File: src/rtl/instruction_fetch.sv
// Instruction fetch stage: sequential PC generation, an in-order instruction
// memory request/response handshake with at most two requests in flight, a
// 2-entry {pc, instr} skid FIFO, a bypass path into the decode-facing output
// registers, and redirect handling that discards responses still in flight.
//
// Optional feature macro: IF_MISALIGN_TRAP_EN
//   defined   -> a redirect to a non-word-aligned target raises fetch_misalign
//                and parks the stage in HALT until the next aligned redirect.
//   undefined -> redirect_pc[1:0] is ignored and fetch_misalign is tied 0.

module instruction_fetch (
    input  logic        clock,
    input  logic        reset,
    input  logic        stall,
    input  logic        redirect,
    input  logic [31:0] redirect_pc,
    output logic        imem_req,
    output logic [31:0] imem_addr,
    input  logic        imem_ready,
    input  logic        imem_rvalid,
    input  logic [31:0] imem_rdata,
    output logic [31:0] instr_out,
    output logic [31:0] pc_out,
    output logic        bubble,
    output logic        fetch_misalign
);

    localparam logic [31:0] RESET_PC = 32'h0040_0000;
    localparam logic [31:0] NOP      = 32'h0000_0013;

    typedef enum logic {
        FETCH = 1'b0,
        HALT  = 1'b1
    } state_t;

    typedef struct packed {
        logic [31:0] pc;
        logic [31:0] instr;
    } entry_t;

    state_t      state;
    logic [31:0] fetch_pc;     // address of the next request to issue
    logic [31:0] resp_pc;      // PC belonging to the next kept response
    entry_t      fifo_mem [2];
    logic        rd_ptr;
    logic        wr_ptr;
    logic [1:0]  fifo_count;
    logic [1:0]  outstanding;  // accepted requests not yet answered
    logic [1:0]  drop_cnt;     // answers still owed to a discarded path

    logic [2:0]  credit;
    logic        accept;
    logic        resp;
    logic        drop;
    logic        keep;
    logic        pop;
    logic        bypass;
    logic        push;
    logic [31:0] target_pc;
    logic        target_misaligned;
    entry_t      head;

`ifdef IF_MISALIGN_TRAP_EN
    assign target_pc         = redirect_pc;
    assign target_misaligned = (redirect_pc[1:0] != 2'b00);
`else
    // Low address bits are meaningless without the trap; drop them.
    logic unused_pc_bits;
    assign unused_pc_bits    = ^redirect_pc[1:0];
    assign target_pc         = {redirect_pc[31:2], 2'b00};
    assign target_misaligned = 1'b0;
`endif

    assign imem_addr = fetch_pc;
    assign head      = fifo_mem[rd_ptr];

    // Request gating and per-cycle datapath events.
    // NOTE: every always_comb output gets a default first so no path leaves it unassigned, which would infer a latch.
    always_comb begin
        credit   = {1'b0, fifo_count} + {1'b0, outstanding};
        imem_req = !reset && (state == FETCH) && !redirect && (credit < 3'd2);
        accept   = imem_req && imem_ready;
        // A strobe with nothing in flight belongs to a transfer abandoned by reset.
        resp     = imem_rvalid && (outstanding != 2'd0);
        drop     = resp && (drop_cnt != 2'd0);
        keep     = resp && !drop;
        pop      = !stall && (fifo_count != 2'd0);
        bypass   = keep && (fifo_count == 2'd0) && !stall;
        push     = keep && !bypass;
    end

    // FIFO storage; occupancy is tracked separately so the entries need no reset.
    // NOTE: the data array is deliberately left out of reset; fifo_count alone decides whether an entry is meaningful.
    always_ff @(posedge clock) begin
        if (push && !redirect) begin
            fifo_mem[wr_ptr] <= '{pc: resp_pc, instr: imem_rdata};
        end
    end

    // Fetch control, FIFO pointers, drop accounting and the output registers.
    // NOTE: all state here updates with <= so every branch reads the pre-edge values.
    always_ff @(posedge clock or posedge reset) begin
        if (reset) begin
            state       <= FETCH;
            fetch_pc    <= RESET_PC;
            resp_pc     <= RESET_PC;
            rd_ptr      <= 1'b0;
            wr_ptr      <= 1'b0;
            fifo_count  <= 2'd0;
            outstanding <= 2'd0;
            drop_cnt    <= 2'd0;
            instr_out   <= NOP;
            pc_out      <= RESET_PC;
            bubble      <= 1'b1;
        end else begin
            outstanding <= outstanding + {1'b0, accept} - {1'b0, resp};
            if (redirect) begin
                // Everything in flight after this cycle belongs to the old path.
                state      <= target_misaligned ? HALT : FETCH;
                fetch_pc   <= target_pc;
                resp_pc    <= target_pc;
                rd_ptr     <= 1'b0;
                wr_ptr     <= 1'b0;
                fifo_count <= 2'd0;
                drop_cnt   <= outstanding - {1'b0, resp};
                instr_out  <= NOP;
                bubble     <= 1'b1;
            end else begin
                if (accept) begin
                    fetch_pc <= fetch_pc + 32'd4;
                end
                if (drop) begin
                    drop_cnt <= drop_cnt - 2'd1;
                end
                if (keep) begin
                    resp_pc <= resp_pc + 32'd4;
                end
                if (push) begin
                    wr_ptr <= ~wr_ptr;
                end
                if (pop) begin
                    rd_ptr <= ~rd_ptr;
                end
                fifo_count <= fifo_count + {1'b0, push} - {1'b0, pop};
                if (!stall) begin
                    if (fifo_count != 2'd0) begin
                        instr_out <= head.instr;
                        pc_out    <= head.pc;
                        bubble    <= 1'b0;
                    end else if (bypass) begin
                        instr_out <= imem_rdata;
                        pc_out    <= resp_pc;
                        bubble    <= 1'b0;
                    end else begin
                        instr_out <= NOP;
                        bubble    <= 1'b1;
                    end
                end
            end
        end
    end

`ifdef IF_MISALIGN_TRAP_EN
    // Misalignment flag follows the most recent redirect target.
    always_ff @(posedge clock or posedge reset) begin
        if (reset) begin
            fetch_misalign <= 1'b0;
        end else if (redirect) begin
            fetch_misalign <= target_misaligned;
        end
    end
`else
    assign fetch_misalign = 1'b0;
`endif

endmodule

File: config.mk
export PLATFORM = sky130hd
export DESIGN_NAME = instruction_fetch
export DESIGN_NICKNAME = d
export VERILOG_FILES = /design/src/rtl/instruction_fetch.sv
export SDC_FILE = /design/constraint.sdc
export NUM_CORES = 1
export LEC_CHECK = 0
export CORE_MARGIN = 8
export CORE_UTILIZATION = 45
export DETAILED_ROUTE_END_ITERATION = 6
export GPL_TIMING_DRIVEN = 0
export PLACE_DENSITY = 0.66
export SLEW_MARGIN = 20
export SYNTH_ARGS = -nofsm -noshare
export SYNTH_HDL_FRONTEND = slang
export SYNTH_SLANG_ARGS = --single-unit
File: constraint.sdc
create_clock -name clock -period 16.88 [get_ports clock]
set_clock_uncertainty 0.2 [all_clocks]
set_input_delay 3.376 -clock clock [delete_from_list [all_inputs] [get_ports clock]]
set_output_delay 3.376 -clock clock [all_outputs]
set_load 0.01 [all_outputs]
# After elaboration in Yosys (flattened, before gate mapping)
# Memories as Yosys holds them, arrays and structs flattened.
# Index checks and enable logic that the tools add are counted.
[op_classes]
order_cmp = 1
n_reduce_logical = 27
mux = 23
eq_ne = 1
bitwise = 4
n_addsub = 9
[op_table]
columns = ["operator", "count"]
rows = [
  ["two-way mux 32 bit", 10],
  ["adder 32 x 3 -> 32 bit (second input constant)", 2],
  ["nonzero test 2 bit", 9],
  ["logical AND 1 bit", 11],
  ["two-way mux 1 bit", 10],
  ["two-way mux 2 bit", 3],
  ["subtractor 2 x 1 -> 2 bit", 3],
  ["logical NOT 1 bit", 5],
  ["adder 2 x 1 -> 2 bit", 2],
  ["NOT 1 bit", 4],
  ["adder 2 x 2 -> 3 bit", 1],
  ["less-than comparator 3 x 2 -> 1 bit (second input constant)", 1],
  ["AND reduction 3 bit", 1],
  ["logical NOT 2 bit", 1],
  ["inequality test 2 x 1 -> 1 bit (second input constant)", 1],
  ["subtractor 2 x 1 -> 2 bit (second input constant)", 1],
]
[totals]
inputBits = 70
memories = 1
elab_cells = 76
out_inout_bits = 99
ram_bits = 128
reg_bits = 137
[mem_list]
columns = ["memory", "depth", "width", "read_ports", "rd_ports_with_merged_regs", "write_ports", "line", "source"]
rows = [
  ["fifo_mem", 2, 64, 1, 0, 1, "44", "entry_t fifo_mem [2];"],
]

# Longest topological paths before layout
# Gate-level depths: netlist (run 1).
[depth]
word_depth = 12
ltp_mapped = 12
ltp_nobuf = 10

# Worst setup path before layout (run 1)
# Ideal clock, no wire load.
[synth_timing]
path_type = "input to register"
from = "input port redirect"
to = "memory fifo_mem[1][0] (netlist bit), enable pin"
path_stages = 5
n_path_buf = 4
setup_slack_ns = 7.367
setup_time_ns = 0.571
t_required_ns = 16.109
t_arrival_ns = 8.742
cell_sequence = "clkbuf_1 > clkbuf_1 > buf_1 > buf_1 > nor3b_1"
[synth_via]
elab_chain_cells = 4
[synth_rtl]
columns = ["element", "line", "source"]
rows = [
  ["start: declaration", "15", "input logic redirect,"],
  ["logical NOT 1 bit", "95", "if (push && !redirect) begin"],
  ["logical AND 1 bit", "95", ""],
  ["two-way mux 1 bit", "95", ""],
  ["two-way mux 1 bit (not written as such)", "96", "fifo_mem[wr_ptr] <= '{pc: resp_pc, instr: imem_rdata};"],
  ["end: declaration", "44", ""],
]
# Every way passes these cells.

# Final worst setup path (run 1)
[layout_timing]
from = "input port redirect"
to = "output port imem_req"
[layout_via]
elab_chain_cells = 3
[layout_rtl]
columns = ["element", "line", "source"]
rows = [
  ["logical NOT 1 bit", "81", "imem_req = !reset && (state == FETCH) && !redirect && (credit < 3'd2);"],
  ["logical AND 1 bit (2 in a row)", "81", ""],
  ["end: declaration", "17", "output logic imem_req,"],
]
# Every way passes these cells.

==> out/metrics.csv, run 1 <==
metric,value,unit
Critical Path Fanout Max,7,
crit-path most repeated cell,clkdlybuf4s50_1,
Hold Crit Start,resp_pc[8],
area grow syn2layout,26.66,%
Required @ worst endpoint,13.30,ns
synth warn,0,
slowest library cell on the worst path,or4_1,
met2 routed WL,14460,µm
Syn Std Cell Area,11540,µm²
Finished Layout Cells,1534,
Cell variety after synth,70,
WL met1,14250,µm
Setup TNS,0,ns
# nets final,1263,
port bufs,159,
placed cells,1486,
first-pass GRT wire length,49620,µm
die area,31020,µm²
Switching Power,0.6311,mW
Starting Density,0.4582,
Fmax,0.1099,GHz
Placed Instance Area,13740,µm²
most frequent cells in the layout,"159 x clkdlybuf4s50_1, 124 x dfrtp_1, 124 x edfxtp_1",
die span in y,176.1,µm
Yosys reg bits,255,
GRT Util Overall,0.2005,
unrepaired setup endpoints after global routing,false,
combinational share of power,0.293,
CP Launch Point,redirect,
largest net degree at the start of global routing,93,
Max-Cap Viols,0,
core area,25180,µm²
clock tree buffer depth,3,
fin crit share,0.5389,
Pwr Total,1.964,mW
"Avg Cell Area, Syn",11.82,µm²
1st-pass router iterations,5,
Yosys top cell area share,0.3227,
fin crit period,9.097,ns
DR DRC count,0,
Rel. slew slack,0.4089,
root buf cell,clkbuf_16,
Seq pwr share,0.415,
Hold Path Class,flip-flop to flip-flop,
Critical Path Start Type,input pin,
post-CTS sizing,0,
Critical Path AT,5.52,ns
cell internal pwr,1.333,mW
worst slew pin tran,0.8773,ns
layout cell share with drive strength beyond 1,0.1105,
clock tree from TritonCTS,built,
Skew-Pair Late Insertion Delay,0.53,ns
"Hold-fix buffers, CTS",0,
GP Congestion,0.9138,
Routed Antenna Nets,0,
Max stage delay on crit path,0.64,ns
wire length per cell,20.65,µm
Post-synth ARST share,0.5137,
"Top FF cell, synth",edfxtp_1,
post-route cell area,14610,µm²
VDD IR max,0.00006966,V
Clk pwr share,0.292,
Final Slew Violations,0,
Top Ports,169,
"commonest non-fill, non-tap cell in the layout",clkdlybuf4s50_1,
"delay-heaviest family, CP",buffers and inverters,
final setup vio count,0,
die span in x,176.1,µm
H-tree depth,1,
Net Sw Frac,0.3213,
Final Hold Viols,0,
CP bufs+invs,4,
outcome,completed,
"Seq/Total Area, Yosys",0.6076,
Syn Inst Count,976,
cell taking the most area after synthesis,edfxtp_1,
CP endpoint kind,primary output,
Power Dens Cells,134.4,nW/µm²
DR WL met3,2114,µm
initial antenna violation count,0,
clk sinks,255,
R2R Path Start,outstanding[0],
"critical path, cell by cell",clkdlybuf4s50_1 > or4_1 > buf_2 > clkinv_2 > clkdlybuf4s50_1,
Rows,58,
# diodes,0,
initial DRC count,774,
gr ovfl total,0,
vias per inst,5.774,
post-DP HPWL,22740,µm
Leakage,5.350,nW
CTS Buf Count,26,
top post-synthesis cells by area,"edfxtp_1 32%, dfrtp_1 27%, mux2i_1 3.0%",
vias after detailed routing,8857,
Post-synth EDFFs,124,
postcts setup bufs,0,
Clock Pin Slew Worst Setup and Hold Paths,0.06,ns
kind of critical path,input pin to primary output,
vias in the first global route,8726,
Routed WL,31670,µm
Max Used Layer,met4,
## worst paths after layout
kind                       cells past startpoint              end  slack [ns]
min in group asynchronous                      2    imem_addr[12]        3.12
setup / recovery                               5         imem_req        7.78
hold reg to reg                                0  fifo_mem[1][40]        0.26
max in group asynchronous                      3       pc_out[22]       12.54
setup reg to reg                               7    imem_addr[14]       13.35
hold / removal                                 0  fifo_mem[1][40]        0.26
## synth_stat cells (9+ instances only)
cell	instances
nor2_1	56
a221oi_1	30
clkbuf_1	43
nand4_1	14
dfrtp_1	124
inv_1	16
mux2_2	30
nor2b_1	35
a21oi_1	38
mux2i_1	35
nand2_1	81
xnor2_1	12
or4_1	21
nand3_1	35
o311ai_0	15
o21ai_0	60
edfxtp_1	124
or3_1	9
o211ai_1	15
nor3_1	41
## area by class of cell
| cell class | count | area (µm²) |
|---|---|---|
| multi-input combinational | 640 | 4187 |
| clock inverter | 13 | 112.6 |
| sequential | 255 | 7010 |
| clock buffer | 35 | 755.7 |
| inverter | 19 | 80.08 |
| buffer | 66 | 292.8 |
| fill | 2078 | 10570 |
| tap | 330 | 412.9 |
| timing repair buffer | 176 | 1762 |
## layer usage
metal,track usage,up-vias
met1,0.2823,4334
met2,0.3131,347
met4,0.06817,0
li1,-,4116
met5,0,-
met3,0.02948,60
## power groups by stage
stage                     clock [mW]  combinational (mW)  sequential [mW]
after floorplan                    0               0.310            0.836
after global placement             0               0.568            0.827
after detailed placement           0               0.581            0.826
after CTS                      0.581               0.584            0.815
after global routing           0.604               0.638            0.827
final                          0.573               0.576            0.815
## worst register-to-register path, cell delays in order, from the launching register on
cell	delay, ns
dfrtp_1	0.49
and2_1	0.23
fa_1	0.46
or4_1	0.53
buf_2	0.19
o21ai_0	0.70
o21ai_0	0.27
a221o_1	0.34
## kinds of logic after synthesis
| kind of cell | synth area share |
|---|---|
| AND/OR/NAND/NOR | 0.1525 |
| other | 0.0003250 |
| AO/OA/AOI/OAI | 0.1257 |
| XOR/XNOR | 0.01215 |
| multiplexers | 0.05965 |
| flip-flops | 0.6076 |
| adder cells (fa/ha/maj) | 0.01041 |
| buffers and inverters | 0.03167 |
## metrics by stage
| stage | hold WS (ns) | utilization | worst slack (ns) |
|---|---|---|---|
| 6_report | 0.2648 | 0.5803 | 7.783 |
| 5_1_grt | 0.2803 | 0.5803 | 7.739 |
| 4_1_cts | 0.2634 | 0.5803 | 7.770 |
| 3_5_place_dp | 0.2487 | 0.5458 | 7.786 |
| 3_3_place_gp | 0.2422 | 0.5384 | 3.158 |
| 2_1_floorplan | 0.2368 | - | 7.367 |
## registers in the layout, summed over array words and instances (netlist names)
register / flops
instr_out: 32
resp_pc: 30
drop_cnt: 2
bubble: 1
pc_out: 30
outstanding: 2
imem_addr: 30
wr_ptr: 1
rd_ptr: 1
fifo_count: 2
fifo_mem: 124
(Power assumes the default switching activity.)
==> inputs of run 2 (changes only) <==
==> constraint.sdc (replaced) <==
create_clock -name clock -period 9 [get_ports clock]
set_clock_uncertainty 0.2 [all_clocks]
set_input_delay 1.8 -clock clock [delete_from_list [all_inputs] [get_ports clock]]
set_output_delay 1.8 -clock clock [all_outputs]
set_load 0.01 [all_outputs]
==> results of run 2 <==
Same layout as run 1 (identical final DEF). Status: completed.
Among the figures that moved: setup slack after placement 7.786 ns -> 2.913 ns; setup slack after layout 7.783 ns -> 3.055 ns; register-to-register setup slack 13.35 ns -> 5.47 ns; total power 1.964 mW -> 3.684 mW; worst IR drop on VDD 0.00006966 V -> 0.0001307 V
